--- src/rtl/uart_byte_bridge_pkg.sv ---
// Shared constants and FSM state types for the UART byte bridge.
// simpleuart returns all-ones on reg_dat_do when its receive buffer is empty.
package uart_bridge_pkg;

    localparam logic [31:0] UART_NO_DATA = 32'hFFFF_FFFF;

    typedef enum logic [1:0] {
        R_POLL,
        R_ACK,
        R_SETTLE
    } rx_state_t;

    typedef enum logic [1:0] {
        T_IDLE,
        T_WRITE,
        T_GAP
    } tx_state_t;

    function automatic logic [31:0] uart_word(input logic [7:0] b);
        return {24'h0, b};
    endfunction

endpackage

--- src/rtl/uart_byte_bridge_if.sv ---
// Bundles the simpleuart register handshake and the RX/TX byte streams.
// The slave modport is the bridge's view; master is the surrounding system's.
interface uart_byte_bridge_if #(
    parameter int RX_AW = 3
);
    logic            uart_re;
    logic            uart_we;
    logic [31:0]     uart_di;
    logic [31:0]     uart_do;
    logic            uart_wait;
    logic [7:0]      rx_data;
    logic            rx_valid;
    logic            rx_ready;
    logic [7:0]      tx_data;
    logic            tx_valid;
    logic            tx_ready;
    logic [RX_AW:0]  rx_level;
    logic            rx_overflow;

    modport slave (
        output uart_re, uart_we, uart_di, rx_data, rx_valid, tx_ready,
               rx_level, rx_overflow,
        input  uart_do, uart_wait, rx_ready, tx_data, tx_valid
    );

    modport master (
        input  uart_re, uart_we, uart_di, rx_data, rx_valid, tx_ready,
               rx_level, rx_overflow,
        output uart_do, uart_wait, rx_ready, tx_data, tx_valid
    );
endinterface

--- src/rtl/uart_byte_bridge_fifo.sv ---
// Synchronous FIFO with head-of-queue read data and occupancy output.
// A pop frees the slot in the same cycle, so a full FIFO may push and pop together.
module sync_fifo #(
    parameter int WIDTH = 8,
    parameter int DEPTH = 8,
    parameter int AW    = 3
) (
    input  logic             clk,
    input  logic             rst,
    input  logic             i_push,
    input  logic [WIDTH-1:0] i_wdata,
    input  logic             i_pop,
    output logic [WIDTH-1:0] o_rdata,
    output logic             o_full,
    output logic             o_empty,
    output logic [AW:0]      o_level
);
    localparam logic [AW:0] FULL_LEVEL = (AW+1)'(DEPTH);

    logic [WIDTH-1:0] r_mem [DEPTH];
    logic [AW:0]      r_wr;
    logic [AW:0]      r_rd;
    logic [AW:0]      w_level;
    logic             w_do_pop;
    logic             w_do_push;

    assign w_level   = r_wr - r_rd;
    assign o_level   = w_level;
    assign o_full    = (w_level == FULL_LEVEL);
    assign o_empty   = (r_wr == r_rd);
    assign w_do_pop  = i_pop && !o_empty;
    assign w_do_push = i_push && (!o_full || w_do_pop);
    assign o_rdata   = r_mem[r_rd[AW-1:0]];

    always_ff @(posedge clk) begin
        if (w_do_push) begin
            r_mem[r_wr[AW-1:0]] <= i_wdata;
        end
    end

    always_ff @(posedge clk) begin
        if (rst) begin
            r_wr <= '0;
            r_rd <= '0;
        end else begin
            if (w_do_push) r_wr <= r_wr + 1'b1;
            if (w_do_pop)  r_rd <= r_rd + 1'b1;
        end
    end
endmodule

--- src/rtl/uart_byte_bridge.sv ---
// Bridges simpleuart's register port to buffered RX and handshaked TX byte streams.
// RX polls, acknowledges and settles per byte; TX holds the write until wait drops.
module uart_byte_bridge
    import uart_bridge_pkg::*;
#(
    parameter int RX_DEPTH = 8,
    parameter int RX_AW    = 3
) (
    input  logic clk,
    input  logic rst,
    uart_byte_bridge_if.slave bus
);
    generate
        if ((RX_DEPTH < 2) || ((1 << RX_AW) != RX_DEPTH)) begin : g_param_check
            $error("uart_byte_bridge: RX_DEPTH must be a power of 2 >= 2 equal to 2**RX_AW");
        end
    endgenerate

    rx_state_t   r_rx_state;
    tx_state_t   r_tx_state;
    logic        r_re;
    logic        r_we;
    logic [31:0] r_di;
    logic        r_tx_ready;
    logic        r_overflow;

    logic        w_has_byte;
    logic        w_push;
    logic        w_pop;
    logic        w_full;
    logic        w_empty;

    assign w_has_byte = (bus.uart_do != UART_NO_DATA);
    assign w_push     = (r_rx_state == R_POLL) && w_has_byte;
    assign w_pop      = bus.rx_ready && !w_empty;

    sync_fifo #(
        .WIDTH (8),
        .DEPTH (RX_DEPTH),
        .AW    (RX_AW)
    ) u_rx_fifo (
        .clk     (clk),
        .rst     (rst),
        .i_push  (w_push),
        .i_wdata (bus.uart_do[7:0]),
        .i_pop   (bus.rx_ready),
        .o_rdata (bus.rx_data),
        .o_full  (w_full),
        .o_empty (w_empty),
        .o_level (bus.rx_level)
    );

    // A byte is only lost when the FIFO is full and nothing leaves it this cycle.
    always_ff @(posedge clk) begin
        if (rst) begin
            r_rx_state <= R_POLL;
            r_re       <= 1'b0;
            r_overflow <= 1'b0;
        end else begin
            case (r_rx_state)
                R_POLL: begin
                    if (w_has_byte) begin
                        r_re       <= 1'b1;
                        r_rx_state <= R_ACK;
                        if (w_full && !w_pop) r_overflow <= 1'b1;
                    end
                end
                R_ACK: begin
                    r_re       <= 1'b0;
                    r_rx_state <= R_SETTLE;
                end
                R_SETTLE: r_rx_state <= R_POLL;
                default: begin
                    r_re       <= 1'b0;
                    r_rx_state <= R_POLL;
                end
            endcase
        end
    end

    always_ff @(posedge clk) begin
        if (rst) begin
            r_tx_state <= T_IDLE;
            r_we       <= 1'b0;
            r_di       <= '0;
            r_tx_ready <= 1'b1;
        end else begin
            case (r_tx_state)
                T_IDLE: begin
                    if (bus.tx_valid) begin
                        r_di       <= uart_word(bus.tx_data);
                        r_we       <= 1'b1;
                        r_tx_ready <= 1'b0;
                        r_tx_state <= T_WRITE;
                    end
                end
                T_WRITE: begin
                    if (!bus.uart_wait) begin
                        r_we       <= 1'b0;
                        r_tx_state <= T_GAP;
                    end
                end
                T_GAP: begin
                    r_tx_ready <= 1'b1;
                    r_tx_state <= T_IDLE;
                end
                default: begin
                    r_we       <= 1'b0;
                    r_tx_ready <= 1'b1;
                    r_tx_state <= T_IDLE;
                end
            endcase
        end
    end

    assign bus.uart_re     = r_re;
    assign bus.uart_we     = r_we;
    assign bus.uart_di     = r_di;
    assign bus.tx_ready    = r_tx_ready;
    assign bus.rx_valid    = !w_empty;
    assign bus.rx_overflow = r_overflow;
endmodule
--- src/flat_wrapper.sv ---
// flat-port wrapper written by rule: the top's interface ports become plain ports
module uart_byte_bridge_flat import uart_bridge_pkg::*;
#(
    parameter int RX_DEPTH = 8,
    parameter int RX_AW    = 3
)
  (clk, rst, bus_uart_re, bus_uart_we, bus_uart_di, bus_rx_data, bus_rx_valid, bus_tx_ready, bus_rx_level, bus_rx_overflow, bus_uart_do, bus_uart_wait, bus_rx_ready, bus_tx_data, bus_tx_valid);
  uart_byte_bridge_if #(.RX_AW(RX_AW)) bus_i ();
  input  logic clk;
  input  logic rst;
  output wire logic [$bits(bus_i.uart_re)-1:0] bus_uart_re;
  output wire logic [$bits(bus_i.uart_we)-1:0] bus_uart_we;
  output wire logic [$bits(bus_i.uart_di)-1:0] bus_uart_di;
  output wire logic [$bits(bus_i.rx_data)-1:0] bus_rx_data;
  output wire logic [$bits(bus_i.rx_valid)-1:0] bus_rx_valid;
  output wire logic [$bits(bus_i.tx_ready)-1:0] bus_tx_ready;
  output wire logic [$bits(bus_i.rx_level)-1:0] bus_rx_level;
  output wire logic [$bits(bus_i.rx_overflow)-1:0] bus_rx_overflow;
  input wire logic [$bits(bus_i.uart_do)-1:0] bus_uart_do;
  input wire logic [$bits(bus_i.uart_wait)-1:0] bus_uart_wait;
  input wire logic [$bits(bus_i.rx_ready)-1:0] bus_rx_ready;
  input wire logic [$bits(bus_i.tx_data)-1:0] bus_tx_data;
  input wire logic [$bits(bus_i.tx_valid)-1:0] bus_tx_valid;
  assign bus_uart_re = bus_i.uart_re;
  assign bus_uart_we = bus_i.uart_we;
  assign bus_uart_di = bus_i.uart_di;
  assign bus_rx_data = bus_i.rx_data;
  assign bus_rx_valid = bus_i.rx_valid;
  assign bus_tx_ready = bus_i.tx_ready;
  assign bus_rx_level = bus_i.rx_level;
  assign bus_rx_overflow = bus_i.rx_overflow;
  assign bus_i.uart_do = bus_uart_do;
  assign bus_i.uart_wait = bus_uart_wait;
  assign bus_i.rx_ready = bus_rx_ready;
  assign bus_i.tx_data = bus_tx_data;
  assign bus_i.tx_valid = bus_tx_valid;
  uart_byte_bridge #(.RX_DEPTH(RX_DEPTH), .RX_AW(RX_AW)) u_core (.clk(clk), .rst(rst), .bus(bus_i));
endmodule
--- config.mk ---
export PLATFORM = sky130hd
export DESIGN_NAME = uart_byte_bridge_flat
export DESIGN_NICKNAME = d
export VERILOG_FILES = /design/src/rtl/uart_byte_bridge_pkg.sv /design/src/rtl/uart_byte_bridge_if.sv /design/src/rtl/uart_byte_bridge_fifo.sv /design/src/rtl/uart_byte_bridge.sv /design/src/flat_wrapper.sv
export SDC_FILE = /design/constraint.sdc
export NUM_CORES = 1
export LEC_CHECK = 0
export BUFFER_PORTS_ARGS = -buffer_cell sky130_fd_sc_hd__clkbuf_2
export CORE_ASPECT_RATIO = 0.75
export CORE_MARGIN = 3
export CORE_UTILIZATION = 53
export CTS_CLUSTER_DIAMETER = 50
export DETAILED_ROUTE_END_ITERATION = 7
export PLACE_DENSITY = 0.8
export SLEW_MARGIN = 20
export SYNTH_ARGS = -nofsm -noshare
export SYNTH_HDL_FRONTEND = slang
export SYNTH_HIERARCHICAL = 1
export SYNTH_SLANG_ARGS = --single-unit
--- constraint.sdc ---
create_clock -name clk -period 3.9 [get_ports clk]
set_input_delay 0.195 -clock clk [delete_from_list [all_inputs] [get_ports clk]]
set_output_delay 0.195 -clock clk [all_outputs]
set_load 0.03 [all_outputs]
==> results.toml <==
[status]
status = "completed"

[logic_synthesis]
synth.distinct_cells = 38
syn_area_um2 = 3840
synthTopCellsByArea = "edfxtp_1 (50%), dfxtp_1 (14%), mux4_2 (9.4%)"
synth_edf_count = 64
yosysTopAreaCell = "edfxtp_1"
postSynthCellCount = 259
ys_ff_latch = 91
synth-main-ff-cell = "edfxtp_1"
synth-async-reset-ratio = 0
synthTopCellsByCount = "edfxtp_1 (64), dfxtp_1 (27), buf_4 (25), nor2_1 (25), mux4_2 (16)"
yosysSeqAreaShare = 0.641
synth_top_area_share = 0.500
synth_most_common_cell = "edfxtp_1"
syn_avg_cell_area_um2 = 14.8
yosys_warnings = 6

[timing]
finalHoldViolCount = 0
finalSetupViolations = 0
min_period_ns = 3.22
finalMaxSlewViolations = 0
fmax_mhz = 311
worst_slack_ns = 0.683
finalCritPeriodShare = 0.825
worstMarginPinSlew_ns = 0.982
skew_ns = 0.0108
fin_tns_setup_ns = 0
grt_setup_unrepaired = "no"
slew_headroom = 0.344

[finish]
diodes = 0
fin_cells = 433
fillers = 535
fin_nets = 381
area_growth_pct = 13.6
drive_gt1_frac = 0.340
multi_input_area_um2 = 1220
layout.area.seq_um2 = 2460

[place]
port_buffers = 69
dp_slack_ns = 0.409
dp.cells = 417
place_congestion = 0.854
dp_hpwl_um = 5700

[clock_network]
cts_tree = "yes"
htreeDepth = 3
cts.sinks = 91
path_clk_slew_ns = 0.09
clk_path_buf_depth = 2
postCtsSetupBuffers = 0
clk_latency_ns = 0.34
holdBufCountCts = 0
post_cts_resized = 0
numCtsBuffers = 9
cts_root_buffer = "clkbuf_8"

[power]
power_w = 0.00276
power.leakage_nw = 1.65
ir_worst_vdd_v = 0.000301
power.density_nw_per_um2 = 633

[min_path]
hold_class = "in -> reg"

[critical_path]
cp-start-kind = "flip-flop"
critical_path_class = "reg -> reg"
required_ns = 3.87
endpoint_kind = "flip-flop"
critPathArrivalTime_ns = 3.18
cp_max_fo = 9

[global_routing]
grt_max_degree = 26
grt_overflow = 0
antenna_found_initial = 0
grt_pass1_wl_um = 12300
grt_usage = 0.198
grt_pass1_vias = 2251

[detailed_routing]
drt_wl_total_um = 7680
first_pass_iters = 4
drc = 0
ant_nets = 0
drt_iter0_markers = 196
vias_per_cell = 5.31
avgRoutedWirePerCell_um = 17.7
dr_total_vias = 2299

[die]
rows = 26
core_um2 = 6930
initial_utilization = 0.555
fp.dieW_um = 104
die_y_um = 79.7
die-area_um2 = 8320
boundaryPins = 94

[run]
maxCapViolCount = 0
## cell usage in the layout, fill, tap and decap left out, types with 6 or more instances in the layout
cell type	netlist	layout
clkbuf_2	0	69
edfxtp_1	64	64
dfxtp_1	27	26
nor2_1	25	25
conb_1	1	24
mux4_2	16	16
inv_1	11	11
mux2i_1	10	10
clkbuf_8	0	9
nand4_1	9	9
mux2_2	8	8
a21oi_1	6	6
## metal layers
layer  up-vias  GRT usage  part of all wire
li1       1059          -                 -
met1      1113      0.288              0.43
met2       122      0.293              0.46
met3         5     0.0558              0.10
met4         0     0.0531            0.0074
met5         -          0                 0
## kinds of logic (layout without fill, tap and decap cells)
family                   after synthesis  in the layout  share of synthesized area
multiplexers                          34             34                      0.143
AND/OR/NAND/NOR                       63             63                     0.0850
adder cells (fa/ha/maj)                6              6                     0.0215
XOR/XNOR                               6              6                     0.0137
AO/OA/AOI/OAI                         15             15                     0.0277
buffers and inverters                 43             96                     0.0671
other                                  1             24                   0.000976
flip-flops                            91             91                      0.641
## stage by stage
step / instance area [um^2] / hold WS, ns / util
floorplan: 3930 / 0.271 / -
global placement: 4180 / 0.408 / 0.603
detailed placement: 4190 / 0.421 / 0.605
CTS: 4360 / 0.0479 / 0.629
global route: 4360 / 0.0359 / 0.630
finish: 4360 / 0.0677 / 0.630
## worst paths after layout
kind / start / end / slack [ns] / cells past startpoint
setup reg to reg: u_core/u_rx_fifo/r_wr[0] / u_core/u_rx_fifo/r_mem[5][5] / 0.68 / 8
hold reg to reg: u_core/r_rx_state[1] / u_core/r_rx_state[1] / 0.47 / 1
setup / recovery: u_core/u_rx_fifo/r_wr[0] / u_core/u_rx_fifo/r_mem[5][5] / 0.68 / 8
hold / removal: bus_uart_wait / u_core/r_tx_state[1] / 0.07 / 2
## where the power goes
| part | internal, W | total [W] | switching [W] |
|---|---|---|---|
| Combinational | 0.000352 | 0.000947 | 0.000595 |
| Sequential | 0.00118 | 0.00128 | 0.000102 |
| Clock | 0.000228 | 0.000536 | 0.000307 |
## cell type report
class | instances | share of cell area
clock buffers | 9 | 0.0284
well taps | 98 | 0.0281
inverters | 11 | 0.00946
flip-flops and latches | 91 | 0.565
clock inverters | 7 | 0.0100
repair buffers | 69 | 0.0791
multi-input cells | 148 | 0.280
## sequential cells by signal, summed over array words and instances, names as in the netlist, named ones only
register and count:
u_core/u_rx_fifo/r_rd 4, u_core/bus.rx_overflow 1, u_core/u_rx_fifo/r_wr 4, u_core/bus.uart_di 8
u_core/r_tx_state 2, u_core/bus.tx_ready 1, u_core/u_rx_fifo/r_mem 64, u_core/bus.uart_we 1
u_core/bus.uart_re 1, u_core/r_rx_state 2
## worst max-delay path, stage by stage, from the launching register on
cell and delay, ns:
dfxtp_1 0.47, inv_1 0.16, ha_1 0.26, fa_1 0.40, xnor2_1 0.23, or3_4 0.18, o41ai_4 0.12, or2_2 0.35
nor2_1 0.67
(Power assumes the default switching activity.)
